## config.mk

```make
export PLATFORM = sky130hd
export DESIGN_NAME = adc_sample_capture
export DESIGN_NICKNAME = d
export VERILOG_FILES = /design/src/rtl/adc_sample_capture.sv
export SDC_FILE = /design/constraint.sdc
export NUM_CORES = 1
export LEC_CHECK = 0
export ABC_AREA = 1
export CELL_PAD_IN_SITES_DETAIL_PLACEMENT = 1
export CELL_PAD_IN_SITES_GLOBAL_PLACEMENT = 1
export CORE_MARGIN = 5
export CORE_UTILIZATION = 44
export DETAILED_ROUTE_END_ITERATION = 8
export PLACE_DENSITY_LB_ADDON = 0.1
export SYNTH_ARGS = -nofsm -noshare
export SYNTH_HDL_FRONTEND = slang
export SYNTH_SLANG_ARGS = --single-unit
```

## constraint.sdc

```tcl
create_clock -name clk -period 3.5 [get_ports clk]
set_clock_uncertainty 0.2 [all_clocks]
set_input_delay 0.7 -clock clk [delete_from_list [all_inputs] [get_ports clk]]
set_output_delay 0.7 -clock clk [all_outputs]
set_load 0.05 [all_outputs]
```

## src/rtl/adc_sample_capture.sv

```systemverilog
`timescale 1ns/1ps
// Dual-channel serial ADC front-end: fixed-rate CONVST/CS/SCLK sequencing, 16-bit capture, sign-extend, offset removal.
// Define ADC_OFFSET_CAL_EN to average the first 16 conversions into a per-channel power-up offset.
module adc_sample_capture #(
  parameter logic [15:0] SAMPLE_PERIOD = 16'd100,
  parameter logic [7:0]  CONVST_WIDTH  = 8'd4,
  parameter logic [7:0]  CONV_TIME     = 8'd30,
  parameter logic [7:0]  SCLK_HALF     = 8'd1,
  parameter logic [4:0]  DATA_BITS     = 5'd16
) (
  input  logic               clk,
  input  logic               rst,
  input  logic               enable,
  output logic               adc_convst,
  output logic               adc_cs_n,
  output logic               adc_sclk,
  input  logic               adc_sdo_i,
  input  logic               adc_sdo_v,
  output logic signed [16:0] sample_current,
  output logic signed [16:0] sample_voltage,
  output logic               sample_valid,
  output logic               sample_overrun,
  output logic               cal_done
);

  localparam logic [15:0] L_PERIOD_LAST = SAMPLE_PERIOD - 16'd1;
  localparam logic [15:0] L_CONVST_LAST = {8'd0, CONVST_WIDTH} - 16'd1;
  localparam logic [15:0] L_WAIT_LAST   = {8'd0, CONV_TIME} - 16'd1;
  localparam logic [15:0] L_HALF_LAST   = {8'd0, SCLK_HALF} - 16'd1;
  localparam logic [4:0]  L_BIT_LAST    = DATA_BITS - 5'd1;

  typedef enum logic [1:0] {
    S_IDLE,
    S_CONVST,
    S_CONV_WAIT,
    S_READ
  } state_t;

  state_t             r_state, w_state_nxt;
  logic [15:0]        r_period;
  logic [15:0]        r_cnt, w_cnt_nxt;
  logic [4:0]         r_bit, w_bit_nxt;
  logic               r_sclk, w_sclk_nxt;
  logic               r_convst, r_cs_n;
  logic               w_tick, w_capture, w_conv_done;
  logic [15:0]        r_shift_i, r_shift_v;
  logic signed [16:0] w_raw_i, w_raw_v, w_off_i, w_off_v;
  logic               w_cal_busy;
  logic signed [16:0] r_sample_i, r_sample_v;
  logic               r_valid, r_overrun;

  // Held at zero while disabled so the first enabled cycle is always a tick.
  // NOTE: sequential state uses non-blocking assignments so every register samples pre-edge values.
  always_ff @(posedge clk) begin
    if (rst || !enable)                r_period <= '0;
    else if (r_period == L_PERIOD_LAST) r_period <= '0;
    else                               r_period <= r_period + 16'd1;
  end

  assign w_tick = enable && (r_period == 16'd0);

  // NOTE: every always_comb output gets a default first, so no path can infer a latch.
  always_comb begin
    w_state_nxt = r_state;
    w_cnt_nxt   = r_cnt;
    w_bit_nxt   = r_bit;
    w_sclk_nxt  = 1'b0;
    w_capture   = 1'b0;
    w_conv_done = 1'b0;
    case (r_state)
      S_IDLE: begin
        if (w_tick) begin
          w_state_nxt = S_CONVST;
          w_cnt_nxt   = '0;
          w_bit_nxt   = '0;
        end
      end
      S_CONVST: begin
        if (r_cnt == L_CONVST_LAST) begin
          w_cnt_nxt   = '0;
          w_state_nxt = (CONV_TIME == 8'd0) ? S_READ : S_CONV_WAIT;
        end else begin
          w_cnt_nxt = r_cnt + 16'd1;
        end
      end
      S_CONV_WAIT: begin
        if (r_cnt == L_WAIT_LAST) begin
          w_cnt_nxt   = '0;
          w_state_nxt = S_READ;
        end else begin
          w_cnt_nxt = r_cnt + 16'd1;
        end
      end
      S_READ: begin
        w_sclk_nxt = r_sclk;
        if (r_cnt == L_HALF_LAST) begin
          w_cnt_nxt = '0;
          if (!r_sclk) begin
            // Data is taken on the same edge that raises SCLK.
            w_sclk_nxt = 1'b1;
            w_capture  = 1'b1;
          end else if (r_bit == L_BIT_LAST) begin
            w_sclk_nxt  = 1'b0;
            w_state_nxt = S_IDLE;
            w_conv_done = 1'b1;
          end else begin
            w_sclk_nxt = 1'b0;
            w_bit_nxt  = r_bit + 5'd1;
          end
        end else begin
          w_cnt_nxt = r_cnt + 16'd1;
        end
      end
      default: w_state_nxt = S_IDLE;
    endcase
  end

  // ADC control lines are registered from the next state so they never glitch.
  always_ff @(posedge clk) begin
    if (rst) begin
      r_state  <= S_IDLE;
      r_cnt    <= '0;
      r_bit    <= '0;
      r_sclk   <= 1'b0;
      r_convst <= 1'b0;
      r_cs_n   <= 1'b1;
    end else begin
      r_state  <= w_state_nxt;
      r_cnt    <= w_cnt_nxt;
      r_bit    <= w_bit_nxt;
      r_sclk   <= w_sclk_nxt;
      r_convst <= (w_state_nxt == S_CONVST);
      r_cs_n   <= (w_state_nxt != S_READ);
    end
  end

  always_ff @(posedge clk) begin
    if (rst) begin
      r_shift_i <= '0;
      r_shift_v <= '0;
    end else if (w_capture) begin
      r_shift_i <= {r_shift_i[14:0], adc_sdo_i};
      r_shift_v <= {r_shift_v[14:0], adc_sdo_v};
    end
  end

  assign w_raw_i = {r_shift_i[15], r_shift_i};
  assign w_raw_v = {r_shift_v[15], r_shift_v};

`ifdef ADC_OFFSET_CAL_EN
  logic [3:0]         r_cal_cnt;
  logic               r_cal_done;
  logic signed [19:0] r_acc_i, r_acc_v, w_acc_i_nxt, w_acc_v_nxt;
  logic signed [16:0] r_off_i, r_off_v;

  assign w_acc_i_nxt = r_acc_i + {{3{w_raw_i[16]}}, w_raw_i};
  assign w_acc_v_nxt = r_acc_v + {{3{w_raw_v[16]}}, w_raw_v};

  // Offset is the mean of 16 samples: arithmetic shift keeps bits [19:4] of the sum.
  always_ff @(posedge clk) begin
    if (rst) begin
      r_cal_cnt  <= '0;
      r_cal_done <= 1'b0;
      r_acc_i    <= '0;
      r_acc_v    <= '0;
      r_off_i    <= '0;
      r_off_v    <= '0;
    end else if (w_conv_done && !r_cal_done) begin
      r_acc_i   <= w_acc_i_nxt;
      r_acc_v   <= w_acc_v_nxt;
      r_cal_cnt <= r_cal_cnt + 4'd1;
      if (r_cal_cnt == 4'd15) begin
        r_cal_done <= 1'b1;
        r_off_i    <= {w_acc_i_nxt[19], w_acc_i_nxt[19:4]};
        r_off_v    <= {w_acc_v_nxt[19], w_acc_v_nxt[19:4]};
      end
    end
  end

  assign w_off_i    = r_off_i;
  assign w_off_v    = r_off_v;
  assign w_cal_busy = !r_cal_done;
  assign cal_done   = r_cal_done;
`else
  assign w_off_i    = '0;
  assign w_off_v    = '0;
  assign w_cal_busy = 1'b0;
  assign cal_done   = 1'b1;
`endif

  // Overrun strobe is registered, so it appears the cycle after the dropped tick.
  always_ff @(posedge clk) begin
    if (rst) begin
      r_sample_i <= '0;
      r_sample_v <= '0;
      r_valid    <= 1'b0;
      r_overrun  <= 1'b0;
    end else begin
      r_valid   <= w_conv_done && !w_cal_busy;
      r_overrun <= w_tick && (r_state != S_IDLE);
      if (w_conv_done && !w_cal_busy) begin
        r_sample_i <= w_raw_i - w_off_i;
        r_sample_v <= w_raw_v - w_off_v;
      end
    end
  end

  assign adc_convst     = r_convst;
  assign adc_cs_n       = r_cs_n;
  assign adc_sclk       = r_sclk;
  assign sample_current = r_sample_i;
  assign sample_voltage = r_sample_v;
  assign sample_valid   = r_valid;
  assign sample_overrun = r_overrun;

endmodule

```

==> impl_metrics.env <==
export IMPL_final_antenna_net_count=0
export IMPL_first_pass_grt_wire_length_um=19600
export IMPL_power_static_leakage_nw=1.89
export IMPL_finalWorstPathRequiredPeriod_ps=2530
export IMPL_timing_final_setup_violations=0
export IMPL_post_route_drc_violation_count=0
export IMPL_share_seq_of_total_power=0.587
export IMPL_grt_pass1_vias=4317
export IMPL_port_buffers=43
export IMPL_layout_drive_gt1_share=0.0458
export IMPL_postSynth_topFlopCell="dfxtp_1"
export IMPL_comb_power_share=0.059
export IMPL_worstPathRequired_ps=2600
export IMPL_yosys_cell_types_count=37
export IMPL_synth_edff_count=0
export IMPL_route_met3_wl_um=338
export IMPL_detailedRoute_firstIterationViolations=120
export IMPL_cts_root_buffer="clkbuf_8"
export IMPL_synth_warning_count=0
export IMPL_layout_cells_most_common="nor2_1"
export IMPL_power_density_relative_to_cell_area_nw_per_um2=400
export IMPL_synth_seq_cells=108
export IMPL_final_net_count=685
export IMPL_design_die_area_um2=12700
export IMPL_floorplan_die_width_um=113
export IMPL_family_with_the_most_delay_on_the_worst_path="buffers and inverters"
export IMPL_avgRoutedWirePerCell_um=13.6
export IMPL_crit_path_max_fanout=4
export IMPL_top_level_ports=45
export IMPL_initial_antenna_violation_count=0
export IMPL_drv_max_cap_violation_count=0
export IMPL_cts_tree="built"
export IMPL_area_growth_synth_to_final_pct=14.3
export IMPL_worst_slew_pin_transition_ps=747
export IMPL_max_slew_margin=0.502
export IMPL_vias_per_cell=5.16
export IMPL_cts_repair_resize_count=0
export IMPL_power_clock_fraction=0.354
export IMPL_startpoint_to_endpoint_class_of_the_critical_path="flop to primary output"
export IMPL_synth_fp_nets=654
export IMPL_final_cell_mix="123 x nor2_1, 121 x nand2_1, 108 x dfxtp_1"
export IMPL_antenna_cells=0
export IMPL_topRoutingLayerUsed="met4"
export IMPL_placement_cell_area_um2=5110
export IMPL_wl_final_um=11100
export IMPL_cts_hold_buffers_added=0
export IMPL_switching_share=0.243
export IMPL_critPathLaunchType="flop"
export IMPL_worst_skew_pair_late_latency_ps=370
export IMPL_cts_clk_slew_worst_paths_ps=100
export IMPL_post_layout_total_power_mw=2.12
export IMPL_floorplan_core_area_um2=10300
export IMPL_unrepaired_setup_endpoints_after_global_routing="false"
export IMPL_timing_fmax_ghz=0.396
export IMPL_leftover_overflow_at_the_end_of_global_routing=0
export IMPL_tritoncts_num_sinks=108
export IMPL_synth_avg_cell_area_um2=7.21
export IMPL_synth_seq_area_share=0.467
export IMPL_critPathSlowestCell="clkdlybuf4s50_1"
export IMPL_cts_inserted_buffers=9
export IMPL_status="completed"
export IMPL_place_gp_congestion=0.756
export IMPL_m1WireLength_um=5220
export IMPL_hold_path_class="flop to flop"
export IMPL_critical_path_max_stage_delay_ps=840
export IMPL_placement_rows=37
export IMPL_track_usage=0.182
export IMPL_timing_setup_tns_ps=0
export IMPL_worst_path_buf_inv=1
export IMPL_net_switching_power_uw=515
export IMPL_period_share=0.722
export IMPL_detailedRoute_firstPassIterationCount=4
export IMPL_final_design_instance_area_without_fill_um2=5290
export IMPL_hold_worst_slack_ps=279
export IMPL_cp_arrival_ps=1630
export IMPL_max_clock_path_buffers=2
export IMPL_place_detailed_hpwl_um=7790
export IMPL_end_kind="primary output"
export IMPL_initial_utilization=0.451
export IMPL_grt_max_degree=36
export IMPL_route_met2_wl_um=5290
export IMPL_mappedNetlistArea_um2=4630
export IMPL_synthArstFlopShare=0
export IMPL_cp_cell_sequence="clkdlybuf4s50_1"
export IMPL_max_vdd_ir_drop_v=0.000170
export IMPL_cts_post_setup_buffers_inserted=0
export IMPL_timing_final_max_slew_violations=0
export IMPL_synth_cells=642
export IMPL_htree_num_levels=3
export IMPL_timing_final_hold_violations=0
export IMPL_die_span_in_y_um=113
export IMPL_final_core_util=0.515
export IMPL_dr_total_vias=4199
export IMPL_internal_power_mw=1.60
-- kinds of logic (layout without fill, tap and decap cells) --
kind of cell | Yosys count | count (layout) | share of synthesized area
AOI/OAI and AO/OA | 109 | 109 | 0.121
buffers and inverters | 78 | 113 | 0.0751
other | 1 | 1 | 0.000810
and+or+nand+nor | 334 | 334 | 0.308
adders and majority gates | 7 | 7 | 0.0189
xor gates and xnor gates | 5 | 5 | 0.00946
DFF | 108 | 108 | 0.467
-- area by class of cell --
type                       instances  area (um2)
sequential                       108        2160
fill                            1323        4980
tap                              136         170
clock inverter                     3        46.3
clock buffer                      12         135
multi-input combinational        456        2120
timing repair buffer              50         478
inverter                          48         180
-- state kept, by name (all words and copies together) (netlist names), 2 cells and up --
signal / count
r_state: 2
r_cnt: 16
r_period: 16
sample_current: 16
sample_voltage: 16
r_shift_i: 16
r_bit: 5
r_shift_v: 16
-- worst paths after layout --
path | start | end | slack [ps] | depth (start not counted)
max | adc_sclk$_SDFFE_PP0N_ | adc_sclk | 970 | 1
min | r_shift_v[15]$_SDFFE_PP0P_ | r_shift_v[15]$_SDFFE_PP0P_ | 280 | 2
max reg2reg | r_state[1]$_SDFF_PP0_ | r_bit[4]$_SDFFE_PP0P_ | 1150 | 7
min reg2reg | r_shift_v[15]$_SDFFE_PP0P_ | r_shift_v[15]$_SDFFE_PP0P_ | 280 | 2
-- through the flow --
stage / instances / setup slack (ps)
CTS: 813 / 945
global placement: 798 / 862
finish: 813 / 972
detailed placement: 798 / 830
floorplan: 642 / 1520
global route: 813 / 886
-- per-layer routing --
layer | vias to the layer above | global-route usage
met3 | 17 | 0.0264
li1 | 2133 | -
met1 | 2001 | 0.223
met5 | - | 0
met2 | 48 | 0.319
met4 | 0 | 0.0745
-- synth_stat cells, types with 3 or more instances --
library cell / instances / area [um2]
buf_2: 8 / 40.0
dfxtp_1: 108 / 2160
nand4_1: 6 / 37.5
nor2_2: 4 / 25.0
nor3b_1: 5 / 37.5
nor2_1: 123 / 462
buf_6: 3 / 33.8
nand2_1: 121 / 454
o21ai_0: 14 / 70.1
nor3_1: 10 / 50.1
a21oi_1: 59 / 295
inv_1: 45 / 169
xor2_1: 3 / 26.3
o21ai_1: 29 / 145
nand3_1: 55 / 275
clkbuf_1: 11 / 41.3
buf_4: 6 / 45.0
ha_1: 7 / 87.6
-- power groups by stage --
stage          logic, mW  registers (mW)  clock network [mW]
5_1_grt            0.142            1.24               0.817
3_5_place_dp       0.127            1.27                   0
4_1_cts            0.128            1.24               0.771
6_report           0.125            1.24               0.750
3_3_place_gp       0.122            1.27                   0
2_1_floorplan     0.0859            1.27                   0
(Power assumes the default switching activity.)
